### config.mk
export PLATFORM = sky130hd
export DESIGN_NAME = pipe_reg_skid
export DESIGN_NICKNAME = d
export VERILOG_FILES = /design/src/rtl/pipe_pkg.sv /design/src/rtl/pipe_slot.sv /design/src/rtl/pipe_reg_skid.sv
export SDC_FILE = /design/constraint.sdc
export NUM_CORES = 1
export LEC_CHECK = 0
export ABC_CLOCK_PERIOD_IN_PS = 1750
export BUFFER_PORTS_ARGS = -buffer_cell sky130_fd_sc_hd__buf_2
export CAP_MARGIN = 20
export CORE_MARGIN = 2
export CORE_UTILIZATION = 49
export CTS_CLUSTER_SIZE = 24
export DETAILED_ROUTE_END_ITERATION = 8
export GPL_TIMING_DRIVEN = 0
export HOLD_SLACK_MARGIN = 0.03
export PLACE_DENSITY = 0.76
export SLEW_MARGIN = 20
export SYNTH_ARGS = -nofsm -noshare
export SYNTH_HDL_FRONTEND = slang
export SYNTH_HIERARCHICAL = 1
export SYNTH_SLANG_ARGS = --single-unit
### constraint.sdc
create_clock -name clk -period 1.75 [get_ports clk]
set_input_delay 0.0875 -clock clk [delete_from_list [all_inputs] [get_ports clk]]
set_output_delay 0.0875 -clock clk [all_outputs]
set_load 0.1 [all_outputs]
### src/rtl/pipe_pkg.sv
// pipe_pkg
// Shared definitions for the pipeline register stage: the occupancy state
// encoding and the default payload/control widths.
package pipe_pkg;

  // Occupancy of the stage; the encoding doubles as the entry count.
  typedef enum logic [1:0] {
    EMPTY = 2'd0,
    ONE   = 2'd1,
    TWO   = 2'd2
  } pipe_state_e;

  localparam int PIPE_DATA_W = 32;
  localparam int PIPE_CTRL_W = 4;

endpackage : pipe_pkg

### src/rtl/pipe_slot.sv
// pipe_slot
// One storage slot of the pipeline stage: payload, control field and a
// valid bit. The control field is forced to zero whenever the slot is
// loaded with a bubble or cleared, so downstream never sees stale
// write-enables.
//
// Ports:
//   clk, reset  rising-edge clock, synchronous active-high reset
//   clear       synchronous squash (flush); wins over load
//   load        capture d_valid/d_data/d_ctrl this edge
//   d_valid     valid bit to load (0 loads a bubble)
//   d_data      payload to load
//   d_ctrl      control bits to load
//   q_valid     slot holds an entry
//   q_data      held payload
//   q_ctrl      held control bits (zero when q_valid=0)
module pipe_slot
  import pipe_pkg::*;
#(
  parameter int DATA_W = PIPE_DATA_W,
  parameter int CTRL_W = PIPE_CTRL_W
) (
  input  logic              clk,
  input  logic              reset,
  input  logic              clear,
  input  logic              load,
  input  logic              d_valid,
  input  logic [DATA_W-1:0] d_data,
  input  logic [CTRL_W-1:0] d_ctrl,
  output logic              q_valid,
  output logic [DATA_W-1:0] q_data,
  output logic [CTRL_W-1:0] q_ctrl
);

  logic              valid_q, valid_d;
  logic [DATA_W-1:0] data_q,  data_d;
  logic [CTRL_W-1:0] ctrl_q,  ctrl_d;

  // Next-state of the slot: clear beats load, load beats hold.
  always_comb begin
    valid_d = valid_q;
    data_d  = data_q;
    ctrl_d  = ctrl_q;
    if (clear) begin
      valid_d = 1'b0;
      data_d  = {DATA_W{1'b0}};
      ctrl_d  = {CTRL_W{1'b0}};
    end else if (load) begin
      valid_d = d_valid;
      data_d  = d_data;
      // A bubble must carry no write-enables.
      if (d_valid) begin
        ctrl_d = d_ctrl;
      end else begin
        ctrl_d = {CTRL_W{1'b0}};
      end
    end else begin
      valid_d = valid_q;
      data_d  = data_q;
      ctrl_d  = ctrl_q;
    end
  end

  // Slot storage with synchronous reset to an empty, all-zero slot.
  always_ff @(posedge clk) begin
    if (reset) begin
      valid_q <= 1'b0;
      data_q  <= {DATA_W{1'b0}};
      ctrl_q  <= {CTRL_W{1'b0}};
    end else begin
      valid_q <= valid_d;
      data_q  <= data_d;
      ctrl_q  <= ctrl_d;
    end
  end

  assign q_valid = valid_q;
  assign q_data  = data_q;
  assign q_ctrl  = ctrl_q;

endmodule : pipe_slot

### src/rtl/pipe_reg_skid.sv
// pipe_reg_skid
// Valid/ready pipeline register with optional skid slot.
//   SKID=0: single entry, in_ready = out_ready || !out_valid (combinational).
//   SKID=1: main + skid slots, in_ready comes from a flop so out_ready never
//           reaches in_ready combinationally.
// Outputs always come straight from the main slot, so an accepted entry is
// visible one cycle later and stays stable while stalled.
//
// Ports:
//   clk, reset  rising-edge clock, synchronous active-high reset
//   flush       squash all held entries next edge (input discarded)
//   in_valid/in_data/in_ctrl/in_ready     upstream handshake
//   out_valid/out_data/out_ctrl/out_ready downstream handshake
//   count       number of held entries (0..2)
module pipe_reg_skid
  import pipe_pkg::*;
#(
  parameter int DATA_W = PIPE_DATA_W,
  parameter int CTRL_W = PIPE_CTRL_W,
  parameter int SKID   = 1
) (
  input  logic              clk,
  input  logic              reset,
  input  logic              flush,
  input  logic              in_valid,
  input  logic [DATA_W-1:0] in_data,
  input  logic [CTRL_W-1:0] in_ctrl,
  output logic              in_ready,
  output logic              out_valid,
  output logic [DATA_W-1:0] out_data,
  output logic [CTRL_W-1:0] out_ctrl,
  input  logic              out_ready,
  output logic [1:0]        count
);

  pipe_state_e       state_q, state_d;
  logic              in_xfer, out_xfer;
  logic              main_load, main_from_skid, main_d_valid;
  logic              skid_load, skid_d_valid;
  logic [DATA_W-1:0] main_d_data;
  logic [CTRL_W-1:0] main_d_ctrl;
  logic              main_valid, skid_valid;
  logic [DATA_W-1:0] main_data, skid_data;
  logic [CTRL_W-1:0] main_ctrl, skid_ctrl;

  assign in_xfer  = in_valid & in_ready;
  assign out_xfer = main_valid & out_ready;

  // Occupancy FSM: picks next state and which slot loads what.
  always_comb begin
    state_d        = state_q;
    main_load      = 1'b0;
    main_from_skid = 1'b0;
    main_d_valid   = 1'b0;
    skid_load      = 1'b0;
    skid_d_valid   = 1'b0;
    if (flush) begin
      // Slots are cleared directly; nothing loads.
      state_d = EMPTY;
    end else if (SKID != 0) begin
      case (state_q)
        EMPTY: begin
          if (in_xfer) begin
            state_d      = ONE;
            main_load    = 1'b1;
            main_d_valid = 1'b1;
          end else begin
            state_d = EMPTY;
          end
        end
        ONE: begin
          if (in_xfer && out_xfer) begin
            state_d      = ONE;
            main_load    = 1'b1;
            main_d_valid = 1'b1;
          end else if (in_xfer) begin
            state_d      = TWO;
            skid_load    = 1'b1;
            skid_d_valid = 1'b1;
          end else if (out_xfer) begin
            state_d      = EMPTY;
            main_load    = 1'b1;
            main_d_valid = 1'b0;
          end else begin
            state_d = ONE;
          end
        end
        TWO: begin
          // in_ready is low here, so only the output side can move.
          if (out_xfer) begin
            state_d        = ONE;
            main_load      = 1'b1;
            main_from_skid = 1'b1;
            main_d_valid   = 1'b1;
            skid_load      = 1'b1;
            skid_d_valid   = 1'b0;
          end else begin
            state_d = TWO;
          end
        end
        default: begin
          state_d = EMPTY;
        end
      endcase
    end else begin
      case (state_q)
        EMPTY, ONE: begin
          // Input wins: simultaneous in/out replaces the entry.
          if (in_xfer) begin
            state_d      = ONE;
            main_load    = 1'b1;
            main_d_valid = 1'b1;
          end else if (out_xfer) begin
            state_d      = EMPTY;
            main_load    = 1'b1;
            main_d_valid = 1'b0;
          end else begin
            state_d = state_q;
          end
        end
        default: begin
          state_d = EMPTY;
        end
      endcase
    end
  end

  // Main slot source: skid when draining TWO, else the input port.
  always_comb begin
    if (main_from_skid) begin
      main_d_data = skid_data;
      main_d_ctrl = skid_ctrl;
    end else begin
      main_d_data = in_data;
      main_d_ctrl = in_ctrl;
    end
  end

  // Occupancy state register.
  always_ff @(posedge clk) begin
    if (reset) begin
      state_q <= EMPTY;
    end else begin
      state_q <= state_d;
    end
  end

  pipe_slot #(
    .DATA_W (DATA_W),
    .CTRL_W (CTRL_W)
  ) u_main (
    .clk     (clk),
    .reset   (reset),
    .clear   (flush),
    .load    (main_load),
    .d_valid (main_d_valid),
    .d_data  (main_d_data),
    .d_ctrl  (main_d_ctrl),
    .q_valid (main_valid),
    .q_data  (main_data),
    .q_ctrl  (main_ctrl)
  );

  if (SKID != 0) begin : g_skid
    logic in_ready_q, in_ready_d;

    assign in_ready_d = (state_d != TWO);

    // Registered ready; resets to 1 because the stage resets to EMPTY.
    always_ff @(posedge clk) begin
      if (reset) begin
        in_ready_q <= 1'b1;
      end else begin
        in_ready_q <= in_ready_d;
      end
    end

    pipe_slot #(
      .DATA_W (DATA_W),
      .CTRL_W (CTRL_W)
    ) u_skid (
      .clk     (clk),
      .reset   (reset),
      .clear   (flush),
      .load    (skid_load),
      .d_valid (skid_d_valid),
      .d_data  (in_data),
      .d_ctrl  (in_ctrl),
      .q_valid (skid_valid),
      .q_data  (skid_data),
      .q_ctrl  (skid_ctrl)
    );

    // Masked by reset so nothing is offered acceptance while in reset.
    assign in_ready = in_ready_q & ~reset;
  end else begin : g_noskid
    assign skid_valid = 1'b0;
    assign skid_data  = {DATA_W{1'b0}};
    assign skid_ctrl  = {CTRL_W{1'b0}};
    assign in_ready   = ~reset & (out_ready | ~main_valid);
  end

  assign out_valid = main_valid;
  assign out_data  = main_data;
  assign out_ctrl  = main_ctrl;
  assign count     = state_q;

endmodule : pipe_reg_skid

== Word-level counts from Yosys, hierarchy flattened ==
Cells that the tools add are included.

* Bits of input ports: 41
* Logic and storage cells: 44
* Output and inout port bits: 40
* Register bits after elaboration: 76

* Bitwise operators: 4
* Equal/unequal tests: 3
* Mux-type cells: 27
* Reduce and logical (&&, ||, !) cells: 3

{| class="wikitable"
|+ Operator list
! kind !! number
|-
| 32-bit two-way mux || 1
|-
| 1-bit two-way mux || 15
|-
| 4-bit two-way mux || 3
|-
| 2-bit two-way mux || 4
|-
| 1-bit case mux with 3 select lines || 2
|-
| 2-bit case mux with 3 select lines || 1
|-
| 1-bit AND || 3
|-
| 2-bit by 1-bit equality test with 1-bit output, second input constant || 1
|-
| 2-bit equality test, second input constant || 1
|-
| 2-bit logical NOT || 1
|-
| 2-bit != test, second input constant || 1
|-
| 1-bit case mux with 2 select lines || 1
|-
| 2-bit OR reduction || 1
|-
| 1-bit logical AND || 1
|-
| 1-bit NOT || 1
|}

== Logic depth before layout (Yosys ltp) ==
* Depth after elaboration: 8
* Depth in mapped cells: 9
* Mapped depth without buffers: 7

== Hierarchy ==
Netlist, hierarchy kept.

{| class="wikitable"
|+ By module, submodules not included
! module !! area an instance (sq um) !! seq. area each (sq um) !! cells each !! instances
|-
| pipe_slot || 1,352.5 || 740.7 || 125 || 2
|-
| pipe_reg_skid || 859.6 || 60.1 || 75 || 1
|}

== Worst setup path before layout ==
No wires, ideal clock.

* Path kind: register -> register
* Start point: register state_q[1] (netlist: count[1])
* End point: register u_main.data_q[10] (netlist: u_main/q_data[10])
* Setup slack: -792 ps
* Path buffers: 2
* Cell stages (with the launch flop): 9
* Data arrival time: 2,424 ps
* Path through: dfxtp_1 ha_1 nand3_2 or2_1 buf_6 buf_12 mux2_4 mux2i_1 nor2_1

* Longest elaborated chain between the ends: 4
* Elaborated cells between the ends (all ways): 8
* Those cells by class: eq/ne (2); mux (5); reduce/logical (1)

{| class="wikitable"
|+ RTL lines
! what !! line !! RTL
|-
| from (decl) || pipe_reg_skid.sv:36 || <nowiki>pipe_state_e state_q, state_d;</nowiki>
|-
| from (signal assigned) || pipe_reg_skid.sv:144 || <nowiki>state_q <= state_d;</nowiki>
|-
| 2-bit equality test || pipe_reg_skid.sv:61 || <nowiki>case (state_q)</nowiki>
|-
| 1-bit two-way mux || pipe_reg_skid.sv:61 ||
|-
| 1-bit two-way mux || pipe_reg_skid.sv:57 || <nowiki>if (flush) begin</nowiki>
|-
| 32-bit two-way mux || pipe_reg_skid.sv:130 || <nowiki>if (main_from_skid) begin</nowiki>
|-
| net main_d_data[10] || pipe_reg_skid.sv:40 || <nowiki>logic [DATA_W-1:0] main_d_data;</nowiki>
|-
| to (signal assigned) || pipe_slot.sv:68 || <nowiki>data_q <= {DATA_W{1'b0}};</nowiki>
|-
| to (signal assigned) || pipe_slot.sv:72 || <nowiki>data_q <= data_d;</nowiki>
|-
| to (decl) || pipe_slot.sv:36 || <nowiki>logic [DATA_W-1:0] data_q, data_d;</nowiki>
|}

The timed path passes the listed nets, and every way through them passes these cells.
A chain may end at the register's enable or synchronous reset.

== Worst setup path in the final report ==
* Start point: register state_q[0] (netlist: count[0])
* End point: register u_main.data_q[14] (netlist: u_main/q_data[14])

The elaborated chain is that of the path after synthesis.

==> metrics.cfg <==
[run_status]
run_status=finished with violations
violations=negative setup slack

[power]
pwr-share-seq=0.498
netSwitchingFraction=0.254
cellLeakagePower_nw=2.06
power.net_switching_mw=0.887
p_per_area_nw_per_um2=710
internal_power_mw=2.61
power_frac_comb=0.125
pwr-share-clk=0.377
ir_drop_v=0.000353

[timing]
holdWs_ps=55.1
hold_violations=0
grt_setup_unrepaired=true
drv_slew=0
fmax_mhz=543
final.setup_skew_ps=11.1
setup_viol=35
relSlewSlack=0.669
post-route-period-util=1.05
fin_ws_ps=-92.8
tightestPinTransition_ps=500
timing.final.crit_period_ps=1840

[clocking]
cts_buffer_depth=2
path_clk_slew_ps=80
cts_inserted_buffers=9
cts_sinks=76
clk_latency_ps=340
root_buffer=clkbuf_8
cts_max_level=3
tritoncts=built

[floorplan]
std_cell_rows=30
start_util=0.514
chipWidth_um=88.9
die-area_um2=7900
io-pin-count=81
core_um2=6870
die_y_um=88.9

[drt]
ant_nets=0
wl_per_cell_um=14.1
via_per_inst=4.83
vias=2705
drt_iter0_drc=52
wirelength_um=7870
dr.pass1.iters=4
route.detailed.drc=0

[global_route]
grt_overflow=0
grt_pass1_wl_um=11400
grt_max_degree=14
grtUsageTotal=0.187
first_global_vias=2571
antenna_found_initial=0

[placement]
dp_cells=498
dpl_worst_slack_ps=-71.9
routabilityCongestion=0.814
numPortBuffers=80
dp_hpwl_um=4930

[hold_path]
hp-class=input port to flip-flop
worstHoldStart=in_data[9]

[worst_setup_path]
cp.required_ps=1980
r2r_start=count[0]
crit_buf_inv=3
crit_start=count[0]
critPathKind=flip-flop to flip-flop
cp_max_fo=5
cp-end-kind=flip-flop
slowest_delay_ps=370
worstPathCellList=inv_4 -> ha_4 -> nand3_4 -> or2_4 -> buf_12 -> clkbuf_16 -> mux2_4 -> mux2i_1 -> nor2_1
critical-path-top-delay-family=multiplexers
cp_data_arrival_time_ps=2080
slowest_stage=dfxtp_4
worst_setup_path_start_kind=flip-flop

[cells_and_area]
finalNetCount=504
area_delta_synth_final_pct=39.6
utilization=0.717
layout-drive-gt1-share=0.403
final_cells=560
num_antenna_cells=0

[synth]
syn_area_um2=3530
synth_cells=322
syn_nets=367
ys.warnings.count=6
synth_area_per_cell_um2=11.0

[run]
maxCapViolCount=0

cell usage in the layout, fill, tap and decap left out, types with 3 or more instances in the layout:
cell type and count:
a21oi_1 5, a21oi_2 5, buf_12 6, buf_2 80, buf_4 8, buf_6 11
buf_8 5, clkbuf_16 4, clkbuf_8 9, dfxtp_1 73, dfxtp_4 3, dlygate4sd3_1 34
mux2_2 6, mux2_4 30, mux2i_1 61, mux2i_2 4, nand2b_1 9, nand3_1 10
nor2_1 67
power by group through the flow:
| stage | clock (mW) | combinational (mW) | sequential, mW |
|---|---|---|---|
| floorplan | 0 | 0.178 | 1.87 |
| global placement | 0 | 0.356 | 1.78 |
| detailed placement | 0 | 0.361 | 1.78 |
| CTS | 1.35 | 0.420 | 1.74 |
| global route | 1.42 | 0.464 | 1.74 |
| finish | 1.32 | 0.437 | 1.74 |
final cells by class:
type	instances	area, µm²
Sequential cell	76	1530
Clock inverter	5	60.1
Buffer	22	315
Multi-Input combinational cell	222	1850
Fill cell	525	1940
Clock buffer	11	131
Tap cell	96	120
Inverter	2	10.0
Timing Repair Buffer	126	905
sequential cells by signal, summed over array words and instances (netlist names):
name / cells
g_skid.u_skid/q_data: 32
u_main/q_data: 32
g_skid.u_skid/q_ctrl: 4
u_main/q_ctrl: 4
count: 2
g_skid.in_ready_q: 1
u_main/q_valid: 1
stage by stage:
stage                     cell area, µm²  setup TNS [ps]  power (mW)
after floorplan                     3570           -5120        2.04
after global placement              4090            -410        2.14
after detailed placement            4090           -1350        2.14
after CTS                           4630           -1560        3.51
after global routing                4930           -4680        3.63
final                               4930           -1160        3.50
timing repair:
| item | 4_1_cts | 5_1_grt |
|---|---|---|
| hold buffers | 34 | 0 |
| pin swaps | 0 | 13 |
| setup buffers | 1 | 7 |
| cloned | 0 | 4 |
| resized for setup | 0 | 35 |
| endpoints found under the setup margin | 30 | 56 |
| endpoints found under the hold margin | 34 | 0 |
path summary, 6_finish.rpt:
kind | endpoint | slack, ps | depth (start not counted)
worst max-delay path | u_main/q_data[14] | -90 | 9
worst min-delay path | g_skid.u_skid/q_data[9] | 60 | 3
worst max register to register | u_main/q_data[14] | -90 | 9
worst min register to register | u_main/q_ctrl[1] | 490 | 2
tightest hold or removal path, delay by kind of cell:
family	cells	cell delay, ps
simple gates	1	80
mux	1	70
buf+inv	1	110
layer usage:
layer / track usage / part of all wire
met4: 0.0799 / 0.013
met1: 0.223 / 0.46
met3: 0.0336 / 0.039
met2: 0.326 / 0.49
met5: 0 / 0
Note: power is estimated with default switching activity, not from simulation.
